==> config.mk <==
export PLATFORM = sky130hd
export DESIGN_NAME = mux4x1_rr_sched
export DESIGN_NICKNAME = d
export VERILOG_FILES = /design/src/rtl/mux4x1_rr_sched.sv
export SDC_FILE = /design/constraint.sdc
export NUM_CORES = 1
export LEC_CHECK = 0
export CORE_MARGIN = 2
export CORE_UTILIZATION = 41
export CTS_BUF_LIST = sky130_fd_sc_hd__clkbuf_8
export DETAILED_ROUTE_END_ITERATION = 10
export MAX_ROUTING_LAYER = met4
export PLACE_DENSITY = 0.91
export SKIP_CTS_REPAIR_TIMING = 1
export SYNTH_ARGS = -nofsm -noshare
export SYNTH_HDL_FRONTEND = slang
export SYNTH_SLANG_ARGS = --single-unit
==> constraint.sdc <==
create_clock -name clk -period 3.1 [get_ports clk]
set_clock_uncertainty 0.15 [all_clocks]
set_input_delay 0.62 -clock clk [delete_from_list [all_inputs] [get_ports clk]]
set_output_delay 0.62 -clock clk [all_outputs]
set_load 0.02 [all_outputs]
==> src/rtl/mux4x1_rr_sched.sv <==
// Four-lane round-robin packet mux with one output register stage and packet locking.
// Optional per-lane completed-packet counters are enabled by defining MUX4X1_RR_SCHED_STATS_EN.
//
// state | meaning
// ARB   | round-robin search from ptr for the next packet head
// LOCK  | mid-packet; only lane lock_id may be granted
module mux4x1_rr_sched #(
    parameter int DATA_W = 8,
    parameter int STAT_W = 16
) (
    input  logic                  clk,
    input  logic                  rst_n,
    input  logic [3:0]            req,
    input  logic [4*DATA_W-1:0]   in_data,
    input  logic [3:0]            in_last,
    output logic [3:0]            gnt,
    output logic                  out_valid,
    output logic [DATA_W-1:0]     out_data,
    output logic                  out_last,
    output logic [1:0]            out_sel,
    input  logic                  out_ready
`ifdef MUX4X1_RR_SCHED_STATS_EN
    ,
    input  logic [1:0]            stat_sel,
    output logic [STAT_W-1:0]     stat_cnt
`endif
);

    typedef enum logic {ARB = 1'b0, LOCK = 1'b1} state_t;

    state_t              state_q, state_d;
    logic [1:0]          ptr_q, ptr_d;
    logic [1:0]          lock_id_q, lock_id_d;
    logic                out_valid_q, out_valid_d;
    logic [DATA_W-1:0]   out_data_q, out_data_d;
    logic                out_last_q, out_last_d;
    logic [1:0]          out_sel_q, out_sel_d;

    logic [3:0][DATA_W-1:0] lane_data;
    logic                slot_free;
    logic                sel_valid;
    logic [1:0]          sel_lane;
    logic [1:0]          idx;
    logic                accept;
    logic                acc_last;

    assign lane_data = in_data;
    assign slot_free = !out_valid_q || out_ready;

    always_comb begin
        sel_valid = 1'b0;
        sel_lane  = ptr_q;
        idx       = ptr_q;
        if (state_q == LOCK) begin
            sel_lane  = lock_id_q;
            sel_valid = req[lock_id_q];
        end else begin
            // Descending scan so the lane closest to ptr is the one left standing.
            for (int k = 3; k >= 0; k--) begin
                idx = ptr_q + 2'(k);
                if (req[idx]) begin
                    sel_valid = 1'b1;
                    sel_lane  = idx;
                end
            end
        end
        gnt = 4'b0000;
        if (rst_n && slot_free && sel_valid) begin
            gnt[sel_lane] = 1'b1;
        end
    end

    assign accept   = |gnt;
    assign acc_last = in_last[sel_lane];

    always_comb begin
        state_d     = state_q;
        ptr_d       = ptr_q;
        lock_id_d   = lock_id_q;
        out_valid_d = out_valid_q;
        out_data_d  = out_data_q;
        out_last_d  = out_last_q;
        out_sel_d   = out_sel_q;
        if (accept) begin
            out_valid_d = 1'b1;
            out_data_d  = lane_data[sel_lane];
            out_last_d  = acc_last;
            out_sel_d   = sel_lane;
            if (acc_last) begin
                state_d = ARB;
                ptr_d   = sel_lane + 2'd1;
            end else begin
                state_d   = LOCK;
                lock_id_d = sel_lane;
            end
        end else if (out_valid_q && out_ready) begin
            out_valid_d = 1'b0;
        end
    end

    always_ff @(posedge clk) begin
        if (!rst_n) begin
            state_q     <= ARB;
            ptr_q       <= 2'd0;
            lock_id_q   <= 2'd0;
            out_valid_q <= 1'b0;
            out_data_q  <= '0;
            out_last_q  <= 1'b0;
            out_sel_q   <= 2'd0;
        end else begin
            state_q     <= state_d;
            ptr_q       <= ptr_d;
            lock_id_q   <= lock_id_d;
            out_valid_q <= out_valid_d;
            out_data_q  <= out_data_d;
            out_last_q  <= out_last_d;
            out_sel_q   <= out_sel_d;
        end
    end

    assign out_valid = out_valid_q;
    assign out_data  = out_data_q;
    assign out_last  = out_last_q;
    assign out_sel   = out_sel_q;

`ifdef MUX4X1_RR_SCHED_STATS_EN
    logic [3:0][STAT_W-1:0] stat_q;

    always_ff @(posedge clk) begin
        if (!rst_n) begin
            stat_q <= '0;
        end else if (accept && acc_last && !(&stat_q[sel_lane])) begin
            stat_q[sel_lane] <= stat_q[sel_lane] + 1'b1;
        end
    end

    assign stat_cnt = stat_q[stat_sel];
`else
    logic [STAT_W-1:0] unused_stat_w;
    assign unused_stat_w = '0;
`endif

endmodule

* Yosys cells after proc, flatten, opt, wreduce, memory -nomap -nowiden
Index checks and enable logic that the tools add are counted.
Storage, ports and cells: register bits 17, bits in latches 0, memory bits (writable) 0, ROM bits 0, memories kept 0
Operators by class: add/subtract/negate cells 4, $mul 0, divide/modulo/power cells 0, order comparisons 7, equal/unequal tests 0, shift-type cells 0, mux-type cells 30, bitwise gates (word level) 1, reduce and logical (&&, ||, !) cells 10
Operators with widths (count):
- 2-bit by 3-bit < comparator with 1-bit output, second input constant | 6
- 8-bit binary-select mux with 2-bit select | 1
- 1-bit 2-to-1 mux | 15
- 1-bit binary-select mux with 2-bit select | 6
- 2-bit 2-to-1 mux | 5
- 8-bit 2-to-1 mux | 1
- 2-bit by 1-bit adder with 2-bit output, second input constant | 2
- 2-bit adder, second input constant | 2
- 1-bit logical AND | 4
- 4-bit 2-to-1 mux | 1
- 2-bit AND reduction | 2
- 4-bit OR reduction | 1
- 1-bit demux with 2-bit select | 1
- 2-bit by 1-bit greater-or-equal comparator with 1-bit output, second input constant | 1
- 2-bit nonzero test | 1
- 1-bit zero test | 1
- 1-bit logical OR | 1
- 1-bit inverter | 1

* Logic depth before layout (Yosys ltp)
Gate-level depths: netlist (run 1).
depth after elaboration 15, depth in mapped cells 8

* Least setup slack after synthesis (run 1)
No wires, ideal clock.
path type input-to-output, start point input port rst_n, end point output port gnt[0], data arrival time 2.121 ns, required time 2.330 ns, setup slack 0.209 ns, stages on the path 6, path buffers 2, cell sequence clkbuf_1 > nand2_1 > a311oi_4 > inv_2 > buf_2 > nor3_1
Between the ends: longest elaborated chain between the ends 3
Ends and longest elaborated chain:
- start: declaration | RTL line 12 | input logic rst_n,
- 1-bit logical AND (2 in a row) | RTL line 68 | if (rst_n && slot_free && sel_valid) begin
- 4-bit 2-to-1 mux | RTL line 68
- end: declaration | RTL line 16 | output logic [3:0] gnt,
Every way passes these cells.

* Final worst setup path (run 1)
start point input port req[2], end point output port gnt[3]
Between the ends: longest elaborated chain between the ends 12, elaborated cells on any way between the ends 27, those cells by class order compare: 2; mux: 23; reduce/logical: 2
Ends and longest elaborated chain:
- start: declaration | RTL line 13 | input logic [3:0] req,
- 1-bit binary-select mux with 2-bit select | RTL line 61 | if (req[idx]) begin
- 1-bit 2-to-1 mux (not written as such) | RTL line 61
- 2-bit 2-to-1 mux (4 in a row) | RTL line 61
- 2-bit 2-to-1 mux | RTL line 54 | if (state_q == LOCK) begin
- 2-bit by 3-bit < comparator with 1-bit output (not written as such) / 2-bit by 1-bit greater-or-equal comparator with 1-bit output (equally long branches) | RTL line 69 | gnt[sel_lane] = 1'b1;
- 1-bit logical AND (not written as such) | RTL line 69
- 1-bit 2-to-1 mux (not written as such) | RTL line 69
- 1-bit demux with 2-bit select | RTL line 69
- 4-bit 2-to-1 mux (*) | RTL line 68
Mark *: on every way between the ends. The rest lies on a longest branch, timed or not. The select of a mux whose other input is x is not followed.

==> results of run 1 <==
-- per-stage QoR --
stage	instances	utilization [%]
after floorplan	123	-
after global placement	222	68.83
after detailed placement	222	68.83
after CTS	226	70.53
after global routing	230	71.85
final	230	71.85
-- final cells by class --
cell class                      instances  area (sq um)  area share, %
Clock buffer                            3         41.29          2.102
Clock inverter                          1         5.005         0.2548
Inverter                                3         11.26         0.5732
Multi-Input combinational cell         96         799.5          40.70
Sequential cell                        17         340.3          17.32
Tap cell                               31         38.79          1.975
Timing Repair Buffer                   79         728.2          37.07
-- metal layers --
metal | up-vias | wire length, um
li1 | 592 | -
met1 | 553 | 1261
met2 | 64 | 1814
met3 | 11 | 282
met4 | 0 | 109
met5 | - | 0
-- sequential cells by signal, summed over array words and instances, names as in the netlist --
signal / cells
ptr_q: 2
out_valid: 1
lock_id_q: 2
out_data: 8
state_q: 1
out_last: 1
out_sel: 2
-- logic make-up after synthesis --
family	count (synthesis)	synth area share, %
AO/OA/AOI/OAI	17	14.73
XOR/XNOR	1	0.7472
buffers and inverters	10	4.376
flip-flops	17	29.03
multiplexers	39	35.22
AND/OR/NAND/NOR	39	15.90
-- critical path, stage by stage --
cell and delay, ns:
sky130_fd_sc_hd__clkdlybuf4s50_1 0.46, sky130_fd_sc_hd__nor2b_1 0.16, sky130_fd_sc_hd__o21ba_1 0.20, sky130_fd_sc_hd__o41ai_4 0.41, sky130_fd_sc_hd__and3_1 0.23, sky130_fd_sc_hd__buf_2 0.17
-- Yosys cell counts --
library cell,instances
sky130_fd_sc_hd__o41ai_4,1
sky130_fd_sc_hd__nor2b_1,3
sky130_fd_sc_hd__buf_2,2
sky130_fd_sc_hd__nand3_1,2
sky130_fd_sc_hd__and3_1,2
sky130_fd_sc_hd__mux2i_1,30
sky130_fd_sc_hd__nand3_2,2
sky130_fd_sc_hd__o21ba_1,1
sky130_fd_sc_hd__mux2_2,6
sky130_fd_sc_hd__nor3_1,1
sky130_fd_sc_hd__a21boi_1,4
sky130_fd_sc_hd__o31a_1,1
sky130_fd_sc_hd__clkbuf_1,2
sky130_fd_sc_hd__nor2_1,6
sky130_fd_sc_hd__inv_2,1
sky130_fd_sc_hd__nand3b_1,1
sky130_fd_sc_hd__mux2_1,2
sky130_fd_sc_hd__buf_4,3
sky130_fd_sc_hd__a221oi_1,1
sky130_fd_sc_hd__mux4_2,1
sky130_fd_sc_hd__o21ai_0,2
sky130_fd_sc_hd__a21oi_2,1
sky130_fd_sc_hd__a221o_1,1
sky130_fd_sc_hd__inv_1,2
sky130_fd_sc_hd__dfxtp_1,17
sky130_fd_sc_hd__o31ai_1,1
sky130_fd_sc_hd__a21boi_0,1
sky130_fd_sc_hd__nand2_1,19
sky130_fd_sc_hd__a311oi_4,1
sky130_fd_sc_hd__xnor2_1,1
sky130_fd_sc_hd__o211a_1,1
sky130_fd_sc_hd__nand2b_1,3
sky130_fd_sc_hd__a21o_1,1
-- report_power, final --
group	internal (W)	total (W)	leakage, nW	switching, W
clock network	0.0000894	0.000168	0.0255	0.0000783
logic	0.000471	0.000872	0.686	0.000401
registers	0.000292	0.000356	0.141	0.0000637
-- worst max-delay path by stage --
stage / to / depth (start not counted) / start / slack [ns]
2_1_floorplan: gnt[0] / 6 / rst_n / 0.21
3_3_place_gp: gnt[1] / 6 / req[0] / -0.39
3_5_place_dp: gnt[2] / 7 / req[1] / -0.46
4_1_cts: gnt[0] / 7 / req[1] / -0.49
5_1_grt: gnt[3] / 6 / req[2] / -0.02
6_report: gnt[3] / 6 / req[2] / 0.08
==> run summary, run 1 <==
OUTCOME
----------------------------------------------------------------------------------
Run status                                                            finished clean

PLACEMENT
----------------------------------------------------------------------------------
Placed wire-length estimate                                               2.619 mm
Final GP Congestion                                                         0.8653
Cell area after placement                                             0.001882 sq mm
Setup slack after placement                                             -0.4557 ns
Port bufs                                                                       58

LOGIC SYNTHESIS
----------------------------------------------------------------------------------
Number of distinct library cells after synthesis                                33
Cell type with the highest aggregate area in the netlist              sky130_fd_sc_hd__dfxtp_1
Number of warning messages in the yosys log                                      0
Cell area after technology mapping                                    0.001172 sq mm
Synthesized instance count                                                     123
Area share of the largest cell type after synthesis                         29.03%
Area contributors post-synth                                          sky130_fd_sc_hd__dfxtp_1 29%, sky130_fd_sc_hd__mux2i_1 26%, sky130_fd_sc_hd__nand2_1 6.1%, sky130_fd_sc_hd__mux2_2 5.8%, sky130_fd_sc_hd__a21boi_1 2.6%
Average cell area after synthesis                                      9.531 sq um
Net count after synthesis                                                      166
Sequential area share after synthesis                                       29.03%
Synthesized flop and latch total                                                17

GLOBAL ROUTING
----------------------------------------------------------------------------------
All-Layer GR Usage                                                          23.53%
Met1 usage in global routing                                                25.00%
Met2 usage                                                                  41.23%
Wire length of the first global-routing pass                              5.733 mm
Initial antenna violation count                                                  0
Global routing met3 resource utilization                                    4.308%
Grt ovf                                                                          0
GRT busiest layer                                                             met2
Maximum number of pins on one net before global-route repair                    19
Vias in the first global route                                               1,337

DETAILED ROUTING
----------------------------------------------------------------------------------
Final routed wire length divided by cell count                            15.07 um
Post-Route WL                                                             3.467 mm
Average vias per placed instance                                             5.304
Vias                                                                         1,220
DR pass1 iterations                                                              4
Post-DRT Antenna Nets                                                            0
Count of unresolved DRC violations after routing                                 0
Starting DRC count in detailed routing                                          55

WORST SETUP PATH
----------------------------------------------------------------------------------
Flop2flop setup slack                                                      0.89 ns
Launch point of the worst reg-to-reg path                                 ptr_q[0]
Capturing element type of the critical path                             output pin
Worst R2R End                                                          out_data[2]
Worst EP required                                                          2.33 ns
Reg2Reg Depth                                                                    7
Element type at the critical path start                                  input pin
Arr. time, crit path                                                       2.25 ns
Class of the most critical setup path                                 input pin to output pin
Critical Path Fanout Max                                                         4

MIN PATH
----------------------------------------------------------------------------------
HP Class                                                              flip-flop to flip-flop
Min-delay src                                                             out_last
Worst min-delay path endpoint                                             out_last
Number of cells on the worst hold path                                           2

FINISH
----------------------------------------------------------------------------------
Most frequent cells in the layout                                     52 x sky130_fd_sc_hd__clkdlybuf4s50_1, 30 x sky130_fd_sc_hd__mux2i_1, 23 x sky130_fd_sc_hd__buf_4
Share of final-layout standard cells stronger than drive strength 1         22.61%
Final cell area excluding filler cells                                0.001964 sq mm
Layout Nets                                                                    243
Fill cells                                                                     207
Leading cell type in the layout, fill and taps excluded               sky130_fd_sc_hd__clkdlybuf4s50_1
Antenna diode instance count                                                     0
Area added between synthesis and finish                                     67.56%

PWR
----------------------------------------------------------------------------------
Leakage power figure                                                     0.8522 nW
Design Power                                                            0.001396 W
Worst ir drop on vdd                                                     0.5465 mV
P per Cell Area                                                       710.4 mW/mm^2

STA
----------------------------------------------------------------------------------
Total negative slack                                                          0 ns
Final Setup Violations                                                           0
Number of hold violations in the final report                                    0
Post-layout worst setup margin                                          0.08289 ns
Max Clk Rate                                                             331.4 MHz
Transition time at the pin with the least slew margin                    0.3907 ns
Hold WS                                                                  0.3033 ns
Slew Limit Fails                                                                 0
Period utilization                                                          97.33%
Remaining max-slew budget at the tightest pin                               73.96%
Final period demand of the worst path                                     3.017 ns

DIE
----------------------------------------------------------------------------------
Num ports                                                                       59
Starting density of the core                                                42.88%
Standard-cell row count                                                         19
Die height                                                                57.48 um
X dimension of the die                                                    57.48 um
Die footprint                                                         0.003303 sq mm
Core area                                                             0.002734 sq mm

CLOCK TREE
----------------------------------------------------------------------------------
Max H-tree Level                                                                 1
TritonCTS clock tree                                                         built
Clock buffer depth                                                               2
Clk Tree Root Cell                                                    sky130_fd_sc_hd__clkbuf_8
Inserted Clock Buffers                                                           3
Sinks on the clock net                                                          17
Clk Latency, worst-skew pair                                               0.26 ns
Register clock-pin slew on the reported worst setup and hold paths         0.06 ns

FLOW RUN
----------------------------------------------------------------------------------
Max-capacitance violation count                                                  0

No activity file was read; power rests on OpenSTA's default activity.
==> run 2: changes to the inputs <==
GPL_TIMING_DRIVEN = 0   (was unset)
==> run summary, run 2 (synthesized netlist as in run 1, its figures left out) <==
PLACEMENT
----------------------------------------------------------------------------------------
Cell area after placement                                                   0.001782 sq mm   -5.3%
Total placed cells including tap cells                                               211   -5.0%
Port bufs                                                                             57   -1.7%
Final GP Congestion                                                               0.8408   -2.8%
Placed wire-length estimate                                                     2.584 mm   -1.3%

DETAILED ROUTING
----------------------------------------------------------------------------------------
DR pass1 iterations                                                                    4   unchanged
Vias                                                                               1,186   -2.8%
Final routed wire length divided by cell count                                  15.55 um   +3.2%
Count of unresolved DRC violations after routing                                       0   unchanged
Average vias per placed instance                                                   5.367   +1.2%
Post-Route WL                                                                   3.437 mm   -0.87%
Post-DRT Antenna Nets                                                                  0   unchanged
Starting DRC count in detailed routing                                                26   -53%

GLOBAL ROUTING
----------------------------------------------------------------------------------------
Wire length of the first global-routing pass                                    5.382 mm   -6.1%
All-Layer GR Usage                                                                21.75%   -1.8 points
Initial antenna violation count                                                        0   unchanged
Vias in the first global route                                                     1,201   -10%
Maximum number of pins on one net before global-route repair                          11   -8
Grt ovf                                                                                0   unchanged

PWR
----------------------------------------------------------------------------------------
Sequential share of power                                                          25.6%   about the same
Combinational power share                                                          62.4%   about the same
Net switching power                                                          0.0005411 W   -0.33%
Relative contribution of the clock network to total power                          12.1%   about the same
Total internal power                                                         0.0008263 W   -3.1%
P per Cell Area                                                             722.4 mW/mm^2   +1.7%
Worst ir drop on vdd                                                           0.5255 mV   -3.8%
Leakage power figure                                                           0.8196 nW   -3.8%
Net switching fraction of the power                                               39.57%   +0.67 points

FINISH
----------------------------------------------------------------------------------------
Post-layout util                                                                  69.24%   -2.6 points
Final cell area excluding filler cells                                      0.001893 sq mm   -3.6%
Flip-flop count of the largest register after layout                                   8   unchanged
Most frequent cells in the layout                                           49 x sky130_fd_sc_hd__clkdlybuf4s50_1, 30 x sky130_fd_sc_hd__mux2i_1, 19 x sky130_fd_sc_hd__nand2_1
Post-layout instance count excluding filler cells                                    221   -3.9%
Leading cell type in the layout, fill and taps excluded                     sky130_fd_sc_hd__clkdlybuf4s50_1
Fill cells                                                                           198   -4.3%
Share of final-layout standard cells stronger than drive strength 1               18.95%   -3.7 points
Area added between synthesis and finish                                           61.47%
Antenna diode instance count                                                           0   unchanged
Layout Nets                                                                          234   -3.7%

WORST SETUP PATH
----------------------------------------------------------------------------------------
Slowest cell on the critical path                                           sky130_fd_sc_hd__clkdlybuf4s50_1
Capturing element type of the critical path                                   output pin
Element type at the critical path start                                        input pin
Most numerous cell on the critical path                                     sky130_fd_sc_hd__nand2_1
Arr. time, crit path                                                             2.27 ns   +0.02 ns
Class of the most critical setup path                                       input pin to output pin
Category of cells accounting for the largest share of critical-path delay   buffers and inverters
Flop2flop setup slack                                                            0.84 ns   -0.05 ns
Crit-path max cell delay                                                         0.46 ns   about the same
Worst path bufs/invs                                                                   3   +1
Worst path cell trace                                                       clkdlybuf4s50_1 > nand2b_1 > nand2_1 > a311oi_4 > buf_6 > nand2_1 > nor2_1 > clkbuf_2
Critical Path Fanout Max                                                               6   +2
Worst EP required                                                                2.33 ns   about the same

CLOCK TREE
----------------------------------------------------------------------------------------
TritonCTS clock tree                                                               built
Register clock-pin slew on the reported worst setup and hold paths               0.07 ns   about the same
Sinks on the clock net                                                                17   unchanged
Clk Tree Root Cell                                                          sky130_fd_sc_hd__clkbuf_8
Inserted Clock Buffers                                                                 3   unchanged
Max H-tree Level                                                                       1   unchanged
Clock buffer depth                                                                     2   unchanged
Clk Latency, worst-skew pair                                                     0.25 ns   about the same

STA
----------------------------------------------------------------------------------------
Final period demand of the worst path                                           3.036 ns   +0.01914 ns
Total negative slack                                                                0 ns   unchanged
Final Setup Violations                                                                 0   unchanged
Remaining max-slew budget at the tightest pin                                     68.55%   -5.4 points
Max Clk Rate                                                                   329.4 MHz   -0.63%
Number of hold violations in the final report                                          0   unchanged
Slew Limit Fails                                                                       0   unchanged
Transition time at the pin with the least slew margin                          0.4718 ns   +0.08114 ns
Period utilization                                                                97.94%   +0.62 points

DIE
----------------------------------------------------------------------------------------
Die footprint                                                               0.003303 sq mm   unchanged
X dimension of the die                                                          57.48 um   unchanged
Die height                                                                      57.48 um   unchanged
Starting density of the core                                                      42.88%   unchanged
Num ports                                                                             59   unchanged
Core area                                                                   0.002734 sq mm   unchanged
Standard-cell row count                                                               19   unchanged

MIN PATH
----------------------------------------------------------------------------------------
HP Class                                                                    flip-flop to flip-flop

FLOW RUN
----------------------------------------------------------------------------------------
Max-capacitance violation count                                                        0   unchanged

OUTCOME
----------------------------------------------------------------------------------------
Run status                                                                  finished clean

run 2: power by group through the flow:
stage,Clock [W],Sequential (W),Combinational [W]
2_1_floorplan,0,0.000400,0.000459
3_3_place_gp,0,0.000345,0.000755
3_5_place_dp,0,0.000350,0.000781
4_1_cts,0.000165,0.000345,0.000789
5_1_grt,0.000173,0.000356,0.000908
6_report,0.000165,0.000350,0.000853
run 2: worst reg2reg max path, stage by stage (launching register included):
cell                      delay [ns]
sky130_fd_sc_hd__dfxtp_1        0.43
sky130_fd_sc_hd__nor2b_1        0.11
sky130_fd_sc_hd__o21ba_1        0.24
sky130_fd_sc_hd__o41ai_4        0.49
sky130_fd_sc_hd__buf_4          0.22
sky130_fd_sc_hd__mux2_2         0.35
sky130_fd_sc_hd__mux2i_1        0.19
run 2: area by class of cell:
class	count	area, sq um	area share [%]
Inverter	3	13.76	0.7270
Buffer	6	38.79	2.049
Tap cell	31	38.79	2.049
Clock inverter	1	5.005	0.2644
Multi-Input combinational cell	96	795.8	42.04
Clock buffer	3	41.29	2.181
Sequential cell	17	340.3	17.98
Timing Repair Buffer	64	619.3	32.72
run 2: metal layers:
layer  part of all wire (%)  global-route usage [%]
met5                      0                       -
met4                    1.5                   6.312
met3                    8.8                   5.215
met2                     50                   37.34
met1                     40                   25.00
run 2: path summary, 6_finish.rpt:
path | from | endpoint | cells after the start
max | out_ready | gnt[2] | 8
max reg2reg | ptr_q[0] | out_data[4] | 6
min reg2reg | out_last | out_last | 2
min | out_last | out_last | 2
run 2: through the flow:
step	worst slack (ns)	hold WS [ns]	power, W
6_report	0.06375	0.3087	0.001367
5_1_grt	-0.02192	0.3338	0.001437
4_1_cts	-1.066	0.3088	0.001299
3_5_place_dp	-1.040	0.2992	0.001131
3_3_place_gp	-0.9291	0.2953	0.001100
2_1_floorplan	0.2085	0.3028	0.0008598
==> RTL edit 1, RTL diff (settings of run 1) <==
The option `MUX4X1_RR_SCHED_STATS_EN` is turned on by a define.
--- a/src/rtl/mux4x1_rr_sched.sv
+++ b/src/rtl/mux4x1_rr_sched.sv
@@ -4,6 +4,8 @@
 // state | meaning
 // ARB   | round-robin search from ptr for the next packet head
 // LOCK  | mid-packet; only lane lock_id may be granted
+`define MUX4X1_RR_SCHED_STATS_EN
+
 module mux4x1_rr_sched #(
     parameter int DATA_W = 8,
     parameter int STAT_W = 16
Interface: changed (added stat_cnt and stat_sel); port bits go from 59 to 77. The function was not compared with the original's and may differ.
==> RTL edit 1 against run 1 <==
  * Die area rose to 4.1 times the old value
  * Cell count rose to 4.1 times the old value
  * Total power increased to 3.6 times the old value
  * Cell area grew to 4.0 times the old value
  * Core utilization fell by 9.2 points
  * Worst setup slack got worse by 0.51 ns
  * Routed wire length grew to 6.3 times the old value
  * Highest routed layer unchanged
  * Sequential cell count is 64 higher
  * Sequential share of layout area increased by 3.4 points
  * Critical path type is now reg -> reg
  * The run now ends with setup timing left
  * Area after synthesis grew to 4.5 times the old value
==> RTL edit 1: results (changes against run 1) <==
status complete, but fails checks; failing checks setup timing; vias in the first global route 5703 (+330%); Final Setup Violations 74 (+74); wl on met1 7.79 mm (+520%); metal2 WL 10.4 mm (+470%); worst r2r path cells 14 (+7); clock transition at the registers of the reported paths 0.09 ns (+0.03 ns); Sw Ratio 0.439 (+0.0502); initial antenna violation count 2 (+2); Slew @ Worst Pin 0.630 ns (+0.239 ns); Fin Hold WS 0.307 ns (+0.00385 ns); Synth area leaders dfxtp_1 (31%), nand3_1 (7.7%), mux4_2 (7.3%), nand2_1 (6.9%), o21ai_0 (3.0%); Pleak 3.18 nW (+270%); Power Sequential 1.29 mW (+260%); CP top delay family compound AO/OA/AOI/OAI gates; fin worst setup slack -0.427 ns (-0.510 ns); Critical Path Fanout Max 13 (+9); Via Count 6364 (+420%); fill count 864 (+320%); Worst EP arrival 3.66 ns (+1.41 ns); Final nets 820 (+240%); port bufs 76 (+31%); WL met3 2.36 mm (+740%); Power Dens Cells 645 mW/mm² (-9.2%); gpl congestion 0.962 (+11%); Setup crit end kind flop; layout cells sized above 1 0.365 (+0.139); Distinct cells, synth 75 (+130%); All-Layer GR Usage 0.273 (+0.0376)
RTL edit 1: cell count changes after synthesis, sizes merged, moves of 10 or more:
cell and change:
mux2i -19, buf +21, nand4 +10, nand3 +76, mux4 +16, nand2 +78, o21ai +53, a211oi +19
clkbuf +22, nor2 +21, a31oi +22, dfxtp +64, a21oi +27
RTL edit 1: final cells by class:
| cell class | count | area, µm² | area share |
|---|---|---|---|
| diodes | 2 | 5.00 | 0.000639 |
| clock buffers | 11 | 151 | 0.0193 |
| clock inverters | 5 | 31.3 | 0.00399 |
| inverters | 6 | 51.3 | 0.00655 |
| multi-input cells | 475 | 3810 | 0.486 |
| flip-flops and latches | 81 | 1630 | 0.208 |
| well taps | 172 | 215 | 0.0275 |
| repair buffers | 197 | 1950 | 0.249 |
RTL edit 1: layer usage:
metal / global-route usage / up-vias
met1: 0.314 / 2966
met3: 0.0597 / 188
li1: - / 2612
met2: 0.446 / 598
met4: 0.144 / 0
met5: - / -
RTL edit 1: logic make-up (layout without fill, tap and decap cells):
group	after synthesis	in the layout	synth area share
flops	81	81	0.310
xor+xnor	9	9	0.0151
buf+inv	56	219	0.0640
compound gates	177	177	0.262
mux	31	31	0.101
fa+ha+maj	5	5	0.0120
simple gates	253	253	0.235
other cells	0	2	0
RTL edit 1: metrics by stage:
step	worst slack, ns	TNS [ns]	cell area [µm²]	utilization	std cells
after floorplan	-0.862	-49.94	5450	-	612
final	-0.427	-19.79	7840	0.626	949
after detailed placement	-1.25	-89.18	6910	0.552	910
after CTS	-1.05	-61.48	7090	0.566	926
after global routing	-0.466	-22.55	7840	0.626	949
after global placement	-1.15	-84.17	6910	0.552	910
RTL edit 1: worst register-to-register path, delay by kind of cell, from the launching register on:
kind	cells	cell delay [ns]
compound gates	6	1.50
buf+inv	6	1.00
flops	1	0.41
simple gates	2	0.38
==> RTL edit 2, RTL diff (flow settings as in run 1) <==
Made on the original files. `out_data_q` no longer has a reset.
--- a/src/rtl/mux4x1_rr_sched.sv
+++ b/src/rtl/mux4x1_rr_sched.sv
@@ -104,7 +104,6 @@
             ptr_q       <= 2'd0;
             lock_id_q   <= 2'd0;
             out_valid_q <= 1'b0;
-            out_data_q  <= '0;
             out_last_q  <= 1'b0;
             out_sel_q   <= 2'd0;
         end else begin
@@ -112,10 +111,13 @@
             ptr_q       <= ptr_d;
             lock_id_q   <= lock_id_d;
             out_valid_q <= out_valid_d;
-            out_data_q  <= out_data_d;
             out_last_q  <= out_last_d;
             out_sel_q   <= out_sel_d;
         end
+    end
+
+    always_ff @(posedge clk) begin
+        out_data_q <= out_data_d;
     end
 
     assign out_valid = out_valid_q;
Check against the original RTL: differs if rst_n is asserted again (counterexample within 4 cycles, from zero or initial values and one cycle with rst_n low); with rst_n held inactive, the same outputs for 10 cycles.
==> RTL edit 2 against run 1 <==
  * Cell area fell by 4.5%
  * Global-route usage is 1.7 points lower
  * First-iteration DRC count shrank 45%
  * Total power shrank 14%
  * Sequential share of layout area grew 5.1 points
  * Sequential cell count is the same
  * Worst setup slack worse by 0.039 ns
  * Largest power group unchanged
  * Critical endpoint is now gnt[2]
  * Area after synthesis decreased by 4.7%
  * Via count is 4.7% lower
  * Die area is 4.4% lower
  * Sequential power is 3% higher
  * Routed wire length shrank 2.3%
  * Synthesized cell count is 7.3% lower
  * Critical path depth rose by 1
==> RTL edit 2: results (changes against run 1) <==
sequential share of power 0.305 (+0.050); Worst EP arrival 2.29 ns (+0.04 ns); status complete, no violations; first-pass GRT wire length 5.34 mm (-6.9%); met1 usage 0.243 (-0.00680); clk_lat worst skew 0.25 ns; pre-CTS WS -0.373 ns (+0.0828 ns); Async SR Flop Fraction 0 (unchanged); Post-Synth XOR/XNOR Area 0.00784 (+0.000368); worst r2r path cells 8 (+1); EDFF count, synth 8 (+8); post-DP HPWL 2.62 mm (-0.13%); Synth area leaders edfxtp_1 (22%), dfxtp_1 (16%), mux2i_1 (12%), a211oi_1 (5.4%), and2_1 (4.5%); pin count of the biggest net entering global routing 17 (-2); vias in the first global route 1159 (-13%); gpl congestion 0.861 (-0.47%); met2 usage 0.387 (-0.0258); Critical Path Fanout Max 5 (+1); Post-DP Area 0.00181 mm² (-4.0%); layout cells sized above 1 0.162 (-0.0640); Final nets 229 (-5.8%); Slew @ Worst Pin 0.405 ns (+0.0147 ns); overall power 1.20 mW (-14%); hold_sp out_sel[1]$_SDFFE_PN0P_; Synth Net Count 157 (-5.4%); Max VDD drop 0.000534 V (-2.3%); All-Layer GR Usage 0.218 (-0.0172); Pint 0.741 mW (-13%); Synth top cells by count mux2i_1 (13), nand2_1 (10), a21oi_1 (9), dfxtp_1 (9); Total Wirelength 3.39 mm (-2.3%); met3 global-route usage 0.0512 (+0.00808); Crit. Startpoint req[0]; Seq/Total Area, Yosys 0.376 (+0.0860); Comb power frac 0.556 (-0.069); post-DR vias/cell 5.41 (+2.0%); wl on met1 1.35 mm (+7.0%); Distinct cells, synth 34 (+3.0%); initial DRC count 30 (-45%); cell count after placement 211 (-5.0%); DR WL/cell 15.8 µm (+4.5%); multiplexer share of the synthesized area 0.137 (-0.216); slowest CP cell clkdlybuf4s50_1; WL met3 126 µm (-55%); Pleak 0.804 nW (-5.7%); Syn Inst Count 114 (-7.3%)
RTL edit 2: changes by cell type after synthesis, sizes merged, moves of 2 or more:
cell    delta
mux2i     -17
a21oi      +9
nand2      -9
a211oi     +8
and2       +8
dfxtp      -8
edfxtp     +8
mux2       -8
and3       -2
nand3      +2
RTL edit 2: path summary, 6_finish.rpt:
kind                                                   to  slack [ns]
worst max-delay path                               gnt[2]        0.04
worst min-delay path              out_sel[1]$_SDFFE_PN0P_        0.31
worst max register to register  lock_id_q[0]$_SDFFE_PN0P_        0.80
worst min register to register    out_sel[1]$_SDFFE_PN0P_        0.31
RTL edit 2: cell type report:
class,instances,area (µm²),area share
clock buffers,3,41.3,0.0220
clock inverters,1,5.00,0.00267
inverters,2,7.51,0.00400
multi-input cells,89,666,0.355
flip-flops and latches,17,420,0.224
well taps,30,37.5,0.0200
repair buffers,73,698,0.372
